==> config.mk <==
export PLATFORM = sky130hd
export DESIGN_NAME = riscv_lsu
export DESIGN_NICKNAME = d
export VERILOG_FILES = /design/src/rtl/riscv_lsu.sv
export SDC_FILE = /design/constraint.sdc
export NUM_CORES = 1
export LEC_CHECK = 0
export BUFFER_PORTS_ARGS = -buffer_cell sky130_fd_sc_hd__buf_2
export CELL_PAD_IN_SITES_DETAIL_PLACEMENT = 1
export CELL_PAD_IN_SITES_GLOBAL_PLACEMENT = 1
export CORE_UTILIZATION = 36
export DETAILED_ROUTE_END_ITERATION = 12
export PLACE_DENSITY_LB_ADDON = 0.1
export SLEW_MARGIN = 20
export SYNTH_ARGS = -nofsm -noshare
export SYNTH_HDL_FRONTEND = slang
export SYNTH_SLANG_ARGS = --single-unit
export TNS_END_PERCENT = 5
==> constraint.sdc <==
create_clock -name clk_i -period 4.35 [get_ports clk_i]
set_input_delay 0.2175 -clock clk_i [delete_from_list [all_inputs] [get_ports clk_i]]
set_output_delay 0.2175 -clock clk_i [all_outputs]
set_load 0.005 [all_outputs]
==> src/rtl/riscv_lsu.sv <==
// RISC-V load/store unit: single outstanding data-bus transaction with byte-lane
// steering, load extension, misalignment detection and orphan absorption.
module riscv_lsu (
   input  logic        clk_i,
   input  logic        rst_i,
   input  logic        lsu_req_i,
   input  logic        lsu_we_i,
   input  logic [2:0]  lsu_size_i,
   input  logic [31:0] lsu_addr_i,
   input  logic [31:0] lsu_data_i,
   output logic [31:0] lsu_data_o,
   output logic        lsu_stall_req_o,
   output logic        lsu_misaligned_o,
   output logic        data_req_o,
   output logic        data_we_o,
   output logic [3:0]  data_be_o,
   output logic [31:0] data_addr_o,
   output logic [31:0] data_wdata_o,
   input  logic        data_gnt_i,
   input  logic        data_rvalid_i,
   input  logic [31:0] data_rdata_i
);

   typedef enum logic [1:0] {
      IDLE        = 2'd0,
      WAIT_GNT    = 2'd1,
      WAIT_RVALID = 2'd2
   } state_t;

   // Undefined size codes fall through to signed byte.
   function automatic logic size_is_half(input logic [2:0] size);
      return (size == 3'b001) || (size == 3'b101);
   endfunction

   function automatic logic size_is_word(input logic [2:0] size);
      return size == 3'b010;
   endfunction

   function automatic logic size_is_unsigned(input logic [2:0] size);
      return (size == 3'b100) || (size == 3'b101);
   endfunction

   state_t      state_reg, state_next;
   logic        orphan_reg, orphan_next;

   logic [29:0] waddr_reg;
   logic        we_reg;
   logic [3:0]  be_reg;
   logic [31:0] wdata_reg;
   logic [2:0]  size_reg;
   logic [1:0]  offset_reg;

   logic        in_half;
   logic        in_word;
   logic        in_misaligned;
   logic [3:0]  in_be;
   logic [31:0] in_wdata;
   logic        issue;
   logic        completion;

   logic [7:0]  load_byte;
   logic [15:0] load_half;
   logic [31:0] load_value;

   assign in_half       = size_is_half(lsu_size_i);
   assign in_word       = size_is_word(lsu_size_i);
   assign in_misaligned = (in_half && lsu_addr_i[0]) ||
                          (in_word && (lsu_addr_i[1:0] != 2'b00));

   always_comb begin
      if (in_word) begin
         in_be = 4'b1111;
      end else if (in_half) begin
         in_be = 4'b0011 << lsu_addr_i[1:0];
      end else begin
         in_be = 4'b0001 << lsu_addr_i[1:0];
      end
   end

   // Replicate the store operand so every enabled lane carries the right byte.
   generate
      for (genvar gi = 0; gi < 4; gi++) begin : g_lane
         assign in_wdata[8*gi +: 8] = in_word ? lsu_data_i[8*gi +: 8] :
                                      in_half ? lsu_data_i[8*(gi%2) +: 8] :
                                                lsu_data_i[7:0];
      end
   endgenerate

   assign issue      = (state_reg == IDLE) && lsu_req_i && !in_misaligned;
   assign completion = (state_reg == WAIT_RVALID) && data_rvalid_i &&
                       lsu_req_i && !orphan_reg;

   always_comb begin
      load_byte = data_rdata_i[{offset_reg, 3'b000} +: 8];
      load_half = offset_reg[1] ? data_rdata_i[31:16] : data_rdata_i[15:0];
      if (size_is_word(size_reg)) begin
         load_value = data_rdata_i;
      end else if (size_is_half(size_reg)) begin
         load_value = size_is_unsigned(size_reg) ? {16'h0000, load_half}
                                                 : {{16{load_half[15]}}, load_half};
      end else begin
         load_value = size_is_unsigned(size_reg) ? {24'h000000, load_byte}
                                                 : {{24{load_byte[7]}}, load_byte};
      end
   end

   always_ff @(posedge clk_i or posedge rst_i) begin
      if (rst_i) begin
         state_reg  <= IDLE;
         orphan_reg <= 1'b0;
      end else begin
         state_reg  <= state_next;
         orphan_reg <= orphan_next;
      end
   end

   // Request fields are captured once at issue so the bus stays stable until grant.
   always_ff @(posedge clk_i or posedge rst_i) begin
      if (rst_i) begin
         waddr_reg  <= 30'd0;
         we_reg     <= 1'b0;
         be_reg     <= 4'b0000;
         wdata_reg  <= 32'd0;
         size_reg   <= 3'b000;
         offset_reg <= 2'b00;
      end else if (issue) begin
         waddr_reg  <= lsu_addr_i[31:2];
         we_reg     <= lsu_we_i;
         be_reg     <= in_be;
         wdata_reg  <= in_wdata;
         size_reg   <= lsu_size_i;
         offset_reg <= lsu_addr_i[1:0];
      end
   end

   always_comb begin
      state_next  = state_reg;
      orphan_next = orphan_reg;
      case (state_reg)
         IDLE: begin
            orphan_next = 1'b0;
            if (issue) begin
               state_next = data_gnt_i ? WAIT_RVALID : WAIT_GNT;
            end
         end
         WAIT_GNT: begin
            orphan_next = orphan_reg | ~lsu_req_i;
            if (data_gnt_i) begin
               state_next = WAIT_RVALID;
            end
         end
         WAIT_RVALID: begin
            if (data_rvalid_i) begin
               state_next  = IDLE;
               orphan_next = 1'b0;
            end else begin
               orphan_next = orphan_reg | ~lsu_req_i;
            end
         end
         default: begin
            state_next  = IDLE;
            orphan_next = 1'b0;
         end
      endcase
   end

   // Everything is forced low while reset is held, including the combinational issue path.
   always_comb begin
      lsu_data_o       = 32'd0;
      lsu_stall_req_o  = 1'b0;
      lsu_misaligned_o = 1'b0;
      data_req_o       = 1'b0;
      data_we_o        = 1'b0;
      data_be_o        = 4'b0000;
      data_addr_o      = 32'd0;
      data_wdata_o     = 32'd0;
      if (!rst_i) begin
         case (state_reg)
            IDLE: begin
               if (lsu_req_i) begin
                  if (in_misaligned) begin
                     lsu_misaligned_o = 1'b1;
                  end else begin
                     data_req_o      = 1'b1;
                     data_we_o       = lsu_we_i;
                     data_be_o       = in_be;
                     data_addr_o     = {lsu_addr_i[31:2], 2'b00};
                     data_wdata_o    = in_wdata;
                     lsu_stall_req_o = 1'b1;
                  end
               end
            end
            WAIT_GNT: begin
               data_req_o      = 1'b1;
               data_we_o       = we_reg;
               data_be_o       = be_reg;
               data_addr_o     = {waddr_reg, 2'b00};
               data_wdata_o    = wdata_reg;
               lsu_stall_req_o = lsu_req_i;
            end
            WAIT_RVALID: begin
               lsu_stall_req_o = lsu_req_i && !completion;
               if (completion && !we_reg) begin
                  lsu_data_o = load_value;
               end
            end
            default: begin
               lsu_stall_req_o = 1'b0;
            end
         endcase
      end
   end

endmodule

# Word-level counts from Yosys, hierarchy flattened
# Cells that the tools add are included.
[word_totals]
ff_bits = 75
latchBits = 0
mem_bits_rw = 0
mem_bits_ro = 0
output_inout_bits = 104
mem_count = 0
[classes]
add_sub_neg = 0
multipliers = 0
n_div = 0
order_cmp = 0
eq_ne = 12
n_shift = 3
mux = 47
n_bitwise = 2
n_reduce_logical = 20
[ops]
columns = ["op", "n"]
rows = [
  ["32-bit two-way mux", 13],
  ["32-bit case mux with 2 select lines", 2],
  ["8-bit two-way mux", 4],
  ["32-bit by 6-bit indexed part select with 8-bit output", 1],
  ["4-bit two-way mux", 5],
  ["16-bit two-way mux", 1],
  ["1-bit two-way mux", 12],
  ["3-bit equality test, second input constant", 3],
  ["1-bit logical AND", 9],
  ["2-bit two-way mux", 4],
  ["4-bit case mux with 2 select lines", 1],
  ["3-bit by 1-bit equality test with 1-bit output, second input constant", 2],
  ["3-bit by 2-bit equality test with 1-bit output, second input constant", 2],
  ["2-bit inequality test, second input constant", 3],
  ["1-bit case mux with 2 select lines", 3],
  ["2-bit case mux with 3 select lines", 1],
  ["1-bit zero test", 4],
  ["1-bit logical OR", 4],
  ["1-bit by 2-bit left shift with 4-bit output, first input constant", 1],
  ["2-bit by 2-bit left shift with 4-bit output, first input constant", 1],
  ["1-bit case mux with 3 select lines", 1],
  ["3-bit AND reduction", 1],
  ["2-bit by 1-bit equality test with 1-bit output, second input constant", 1],
  ["2-bit equality test, second input constant", 1],
  ["4 further kinds", 4],
]

# Depth between registers and ports, before layout
# Gate-level depths: netlist of the first run.
[logic_depth]
depth_word = 8
depth_mapped = 9

# Least setup slack after synthesis of the first run
# Ideal clock, no wire load.
[synth_timing]
path_kind = "input to output"
from = "in rst_i"
to = "out data_addr_o[10]"
arrival_time_ns = 2.755
t_required_ns = 4.133
path_slack_ns = 1.377
stages = 5
path_buffers = 2
cell_sequence = "inv_1 > o21ai_0 > clkbuf_1 > clkbuf_1 > a21oi_1"
[synth_via]
elab_chain_len = 1
[synth_rtl]
columns = ["item", "line", "rtl"]
rows = [
  ["from (decl)", "5", "input logic rst_i,"],
  ["32-bit two-way mux", "177", "if (!rst_i) begin"],
  ["to (decl)", "17", "output logic [31:0] data_addr_o,"],
]
# No other way between the ends.

# Worst setup path after layout of the first run
[layout_timing]
from = "reg state_reg[0]"
to = "out data_wdata_o[13]"
[layout_via]
elab_chain_len = 3
word_cells_on_any_way = 4
[layout_rtl]
columns = ["item", "line", "rtl"]
rows = [
  ["from (decl)", "43", "state_t state_reg, state_next;"],
  ["from (signal assigned)", "112", "state_reg <= state_next;"],
  ["2-bit by 1-bit equality test with 1-bit output or 2-bit zero test (tied branches)", "178", "case (state_reg)"],
  ["32-bit case mux with 2 select lines (*)", "178", ""],
  ["32-bit two-way mux (*)", "177", ""],
  ["to (decl)", "18", "output logic [31:0] data_wdata_o,"],
]
# Mark *: on every way between the ends. The rest lies on a longest branch, timed or not.

==> impl_metrics.yaml, run 1 <==
worst_setup_path:
  end_kind: "output pin"
  cp-start-kind: "flop"
  regToRegStartpoint: "state_reg[0]"
  cp_max_fo: 42
  crit_start: "state_reg[0]"
  cp.required_ns: 4.13
  timing.setup.critical_path_class: "flop to output pin"
  arrival_ns: 2.89
timing:
  rsz0062_at_grt: "false"
  worst_pin_slew_ns: 1.09
  finClkSkew_ns: 0.00508
  max_freq_ghz: 0.322
  finalSetupTns_ns: 0
  finalCritPeriodShare_pct: 71.4
  max_slew_margin_pct: 27.4
  hold_viol: 0
  period_needed_ns: 3.11
  final_max_slew_viol_count: 0
  setup_viol: 0
final_layout:
  drive_gt1_share_pct: 30.1
  multi_input_area_um2: 2650
  largest_register_ffs: 32
  area_delta_synth_final_pct: 31.0
  nets: 935
  seq_area_um2: 1880
  final_common_cell: "nand2_1"
  fillers: 1661
  mostFrequentLayoutCells: "254 x nand2_1, 206 x buf_2, 98 x a21oi_1, 75 x dfrtp_1, 24 x o21ai_0"
  fin_area_um2: 6210
routing:
  ant_nets: 0
  drt-initial-drc-count: 242
  dr.pass1.iters: 4
  wire_per_inst_um: 16.7
  num_vias: 5209
  drc: 0
  drt_wl_total_mm: 16.8
  avgViaCountPerCell: 5.17
global_routing:
  grt_start_max_net_pins: 76
  grt_antenna_before_repair: 5
  grt_use_total_pct: 25.1
  grt_pass1_wl_mm: 26.4
  first_global_vias: 5265
  grt_overflow: 0
clock_tree:
  cts-root-buf: "clkbuf_16"
  cts_buffers: 9
  cts.path.max_buffers: 2
  htree_num_levels: 3
  clock_latency_ns: 0.34
  hold_buffers: 0
  cts_resized: 0
  cts.sinks: 75
  path_clk_slew_ns: 0.06
  cts_tree: "built"
  post_cts_buffers: 0
synthesis:
  synth_edf_count: 0
  synthTopCellsByArea: "dfrtp_1 40%, nand2_1 20%, a21oi_1 10%"
  yosysTopAreaCellShare_pct: 39.6
  async_flop_share_pct: 100
  syn-mean-instance-area_um2: 7.31
  synth_top_cell_by_area: "dfrtp_1"
  ys_ff_latch: 75
  syn_area_um2: 4740
  ys_types: 43
  ys_warn_count: 0
  synth_ff_type: "dfrtp_1"
  ys_seq_area_share_pct: 39.6
  postSynthCellCount: 649
floorplanning:
  die_x_um: 117
  core_area_um2: 12700
  die-area_um2: 13600
  pin_count: 209
  start_util_pct: 37.3
  die_h_um: 117
  rows: 41
power:
  max-vdd-ir-drop_v: 0.000266
  static-leakage-power_nw: 3.27
  power_density_nw_per_um2: 585
placed_design:
  hpwl_mm: 12.0
  io_buffers: 206
  post_dp_cell_area_um2: 5880
  place.gp.congestion: 0.794
status:
  outcome: "completed"
hold_path:
  hp-class: "input pin to flop"
  hold_path_startpoint: "lsu_addr_i[19]"
run:
  drv_cap: 0
through the flow:
stage          utilization, %  worst slack, ns  instances  power [mW]  hold slack, ns
2_1_floorplan               -             1.38        650        2.30           0.323
3_3_place_gp             46.2             1.44        987        2.76           0.427
3_5_place_dp             46.2             1.38        987        2.84           0.435
4_1_cts                  48.7             1.22       1003        3.68          0.0797
5_1_grt                  48.8            0.948       1005        3.93           0.106
6_report                 48.8             1.24       1007        3.63          0.0912
synthesized netlist by cell type (4+ instances only):
cell type / n
o21ai_0: 25
ha_1: 4
a21oi_1: 98
mux2_2: 10
nand2_1: 254
inv_1: 7
a22o_1: 7
nor3b_1: 10
nor2_1: 19
dfrtp_1: 75
o2bb2ai_1: 7
clkbuf_1: 33
o21a_1: 16
a21o_1: 10
nor2b_1: 4
mux2i_1: 10
nor3_1: 6
buf_2: 15
nand2b_1: 6
critical path, cell delays in order, from the launching register on:
cell and delay [ns]:
dfrtp_1 0.43, inv_1 0.12, ha_1 0.42, o2111ai_4 0.61, a21oi_1 0.42, o21ai_0 0.18, a21oi_1 0.20, buf_2 0.16
cell families after synthesis:
group                    after synthesis  share of synthesized area [%]
AO/OA/AOI/OAI                        176                           22.1
buffers and inverters                 59                           5.30
other                                  1                         0.0791
XOR/XNOR                               3                          0.554
AND/OR/NAND/NOR                      311                           26.8
multiplexers                          20                           4.49
flip-flops                            75                           39.6
adder cells (fa/ha/maj)                4                           1.06
worst paths after layout:
kind	end	slack [ns]	cells past startpoint
min in group asynchronous	state_reg[1]	0.28	3
max	data_wdata_o[13]	1.24	7
max in group asynchronous	offset_reg[1]	3.41	3
min reg2reg	waddr_reg[27]	0.47	2
max reg2reg	wdata_reg[27]	1.97	6
min	waddr_reg[17]	0.09	3
metal layers:
layer  vias up  GRT usage (%)  share of wire, %
li1       2535              -                 -
met5         -              0             0.065
met1      2517           30.6                42
met4         2           8.52               1.9
met3        23           6.85               6.2
met2       132           42.9                49
area by class of cell:
cell class,instances,share of cell area (%)
inverters,7,0.443
clock inverters,4,1.19
flip-flops and latches,75,30.2
clock buffers,12,3.97
multi-input cells,516,42.6
well taps,172,3.46
diodes,4,0.161
repair buffers,217,17.9
power breakdown:
group | internal [mW] | total (mW) | switching, mW | leakage (nW)
Combinational | 0.582 | 1.55 | 0.963 | 2.18
Clock | 0.518 | 0.805 | 0.287 | 0.157
Sequential | 1.03 | 1.28 | 0.250 | 0.930
Total | 2.13 | 3.63 | 1.50 | 3.27
No activity file was read; power rests on OpenSTA's default activity.
==> run 2, diff against run 1 <==
Settings changed: CORE_UTILIZATION 36 to 30.
Clock period 4.35 ns to 2.8 ns, I/O delays scaled along.
==> impl_metrics.yaml, run 2 (same netlist as run 1, synthesis figures left out) <==
routing:
  num_vias: 5178
  ant_nets: 0
  dr.pass1.iters: 4
  drt-initial-drc-count: 249
  wire_per_inst_um: 16.2
  drt_wl_total_mm: 17.0
  avgViaCountPerCell: 4.93
  drc: 0
timing:
  hold_viol: 0
  finClkSkew_ns: 0.00329
  period_needed_ns: 2.66
  worst_pin_slew_ns: 0.726
  setup_viol: 0
  max_freq_ghz: 0.376
  final_max_slew_viol_count: 0
  finalCritPeriodShare_pct: 94.9
  rsz0062_at_grt: "true"
  fin_ws_ns: 0.142
  max_slew_margin_pct: 51.6
global_routing:
  first_global_vias: 5337
  grt_start_max_net_pins: 76
  grt_use_total_pct: 21.2
  grt_antenna_before_repair: 1
  grt_pass1_wl_mm: 27.4
  grt_overflow: 0
worst_setup_path:
  timing.setup.critical_path_class: "flop to output pin"
  arrival_ns: 2.52
  crit_start: "state_reg[0]"
  cp.required_ns: 2.66
  cp_max_fo: 30
  regToRegStartpoint: "state_reg[0]"
  cp-start-kind: "flop"
  end_kind: "output pin"
  r2r_cells: 7
hold_path:
  holdPathStages: 3
  hp-class: "input pin to flop"
  hold_path_startpoint: "lsu_addr_i[22]"
power:
  max-vdd-ir-drop_v: 0.000345
  power_density_nw_per_um2: 895
  p_total_mw: 5.70
  static-leakage-power_nw: 3.31
status:
  outcome: "completed"
clock_tree:
  cts.path.max_buffers: 2
  cts_buffers: 9
  cts.sinks: 75
  htree_num_levels: 3
  cts_tree: "built"
  cts-root-buf: "clkbuf_16"
  path_clk_slew_ns: 0.06
  clock_latency_ns: 0.33
final_layout:
  final_common_cell: "nand2_1"
  fin_cells: 1051
  fin_area_um2: 6360
  nets: 943
  mostFrequentLayoutCells: "254 x nand2_1, 206 x buf_2, 98 x a21oi_1, 75 x dfrtp_1, 24 x o21ai_0"
  area_delta_synth_final_pct: 34.2
  drive_gt1_share_pct: 31.1
  largest_register_ffs: 32
floorplanning:
  rows: 45
  die-area_um2: 16300
  die_h_um: 128
  pin_count: 209
  start_util_pct: 31.0
  die_x_um: 128
  core_area_um2: 15300
placed_design:
  post-place-ws_ns: 0.248
  hpwl_mm: 12.6
  place.gp.congestion: 0.808
  post_dp_cell_area_um2: 6010
  dp_cells: 1033
  io_buffers: 206
run:
  drv_cap: 0
-- run 2: final cells by class --
class,count,area (um^2)
fillers,1964,8950
multi-input cells,516,2670
flip-flops and latches,75,1880
repair buffers,225,1210
clock buffers,13,270
well taps,211,264
clock inverters,3,45.0
inverters,7,30.0
diodes,1,2.50
-- run 2: final timing paths --
check | to | slack (ns)
max reg2reg | wdata_reg[2] | 0.80
min in group asynchronous | be_reg[0] | 0.13
min reg2reg | waddr_reg[3] | 0.48
max in group asynchronous | waddr_reg[2] | 2.17
max | data_wdata_o[2] | 0.14
min | waddr_reg[20] | 0.02
-- run 2: report_power, final --
part,internal (mW),switching [mW],total [mW]
clock,0.764,0.456,1.22
sequential,1.60,0.333,1.94
combinational,0.981,1.56,2.54
total,3.35,2.35,5.70
-- run 2: metrics by stage --
stage	setup TNS [ns]	utilization [%]	hold slack [ns]
5_1_grt	-0.311	41.6	0.0215
3_5_place_dp	0	39.3	0.357
6_report	0	41.6	0.0158
4_1_cts	0	41.4	0.00187
3_3_place_gp	0	39.3	0.349
2_1_floorplan	0	-	0.245
-- run 2: critical path, cell delays in order (launching register included) --
cell and delay [ns]:
dfrtp_1 0.43, inv_1 0.11, ha_2 0.32, nand2_1 0.24, nor3b_2 0.32, buf_6 0.29
nand2_1 0.13, a21oi_1 0.18, buf_2 0.15
-- run 2: what timing repair did --
action                                  in CTS  in global routing
hold endpoints to repair                     1                  0
buffers inserted                             0                  0
gates resized for setup                      1                  3
endpoints found under the setup margin      30                 61
hold buffers                                 1                  0
pin swaps                                    0                  0
-- run 2: metal layers --
layer | up-vias | GRT usage (%) | part of all wire (%)
met3 | 13 | 5.13 | 6.0
li1 | 2538 | - | -
met4 | 0 | 5.61 | 1.1
met5 | - | 0 | 0
met2 | 140 | 36.2 | 49
met1 | 2487 | 26.6 | 44
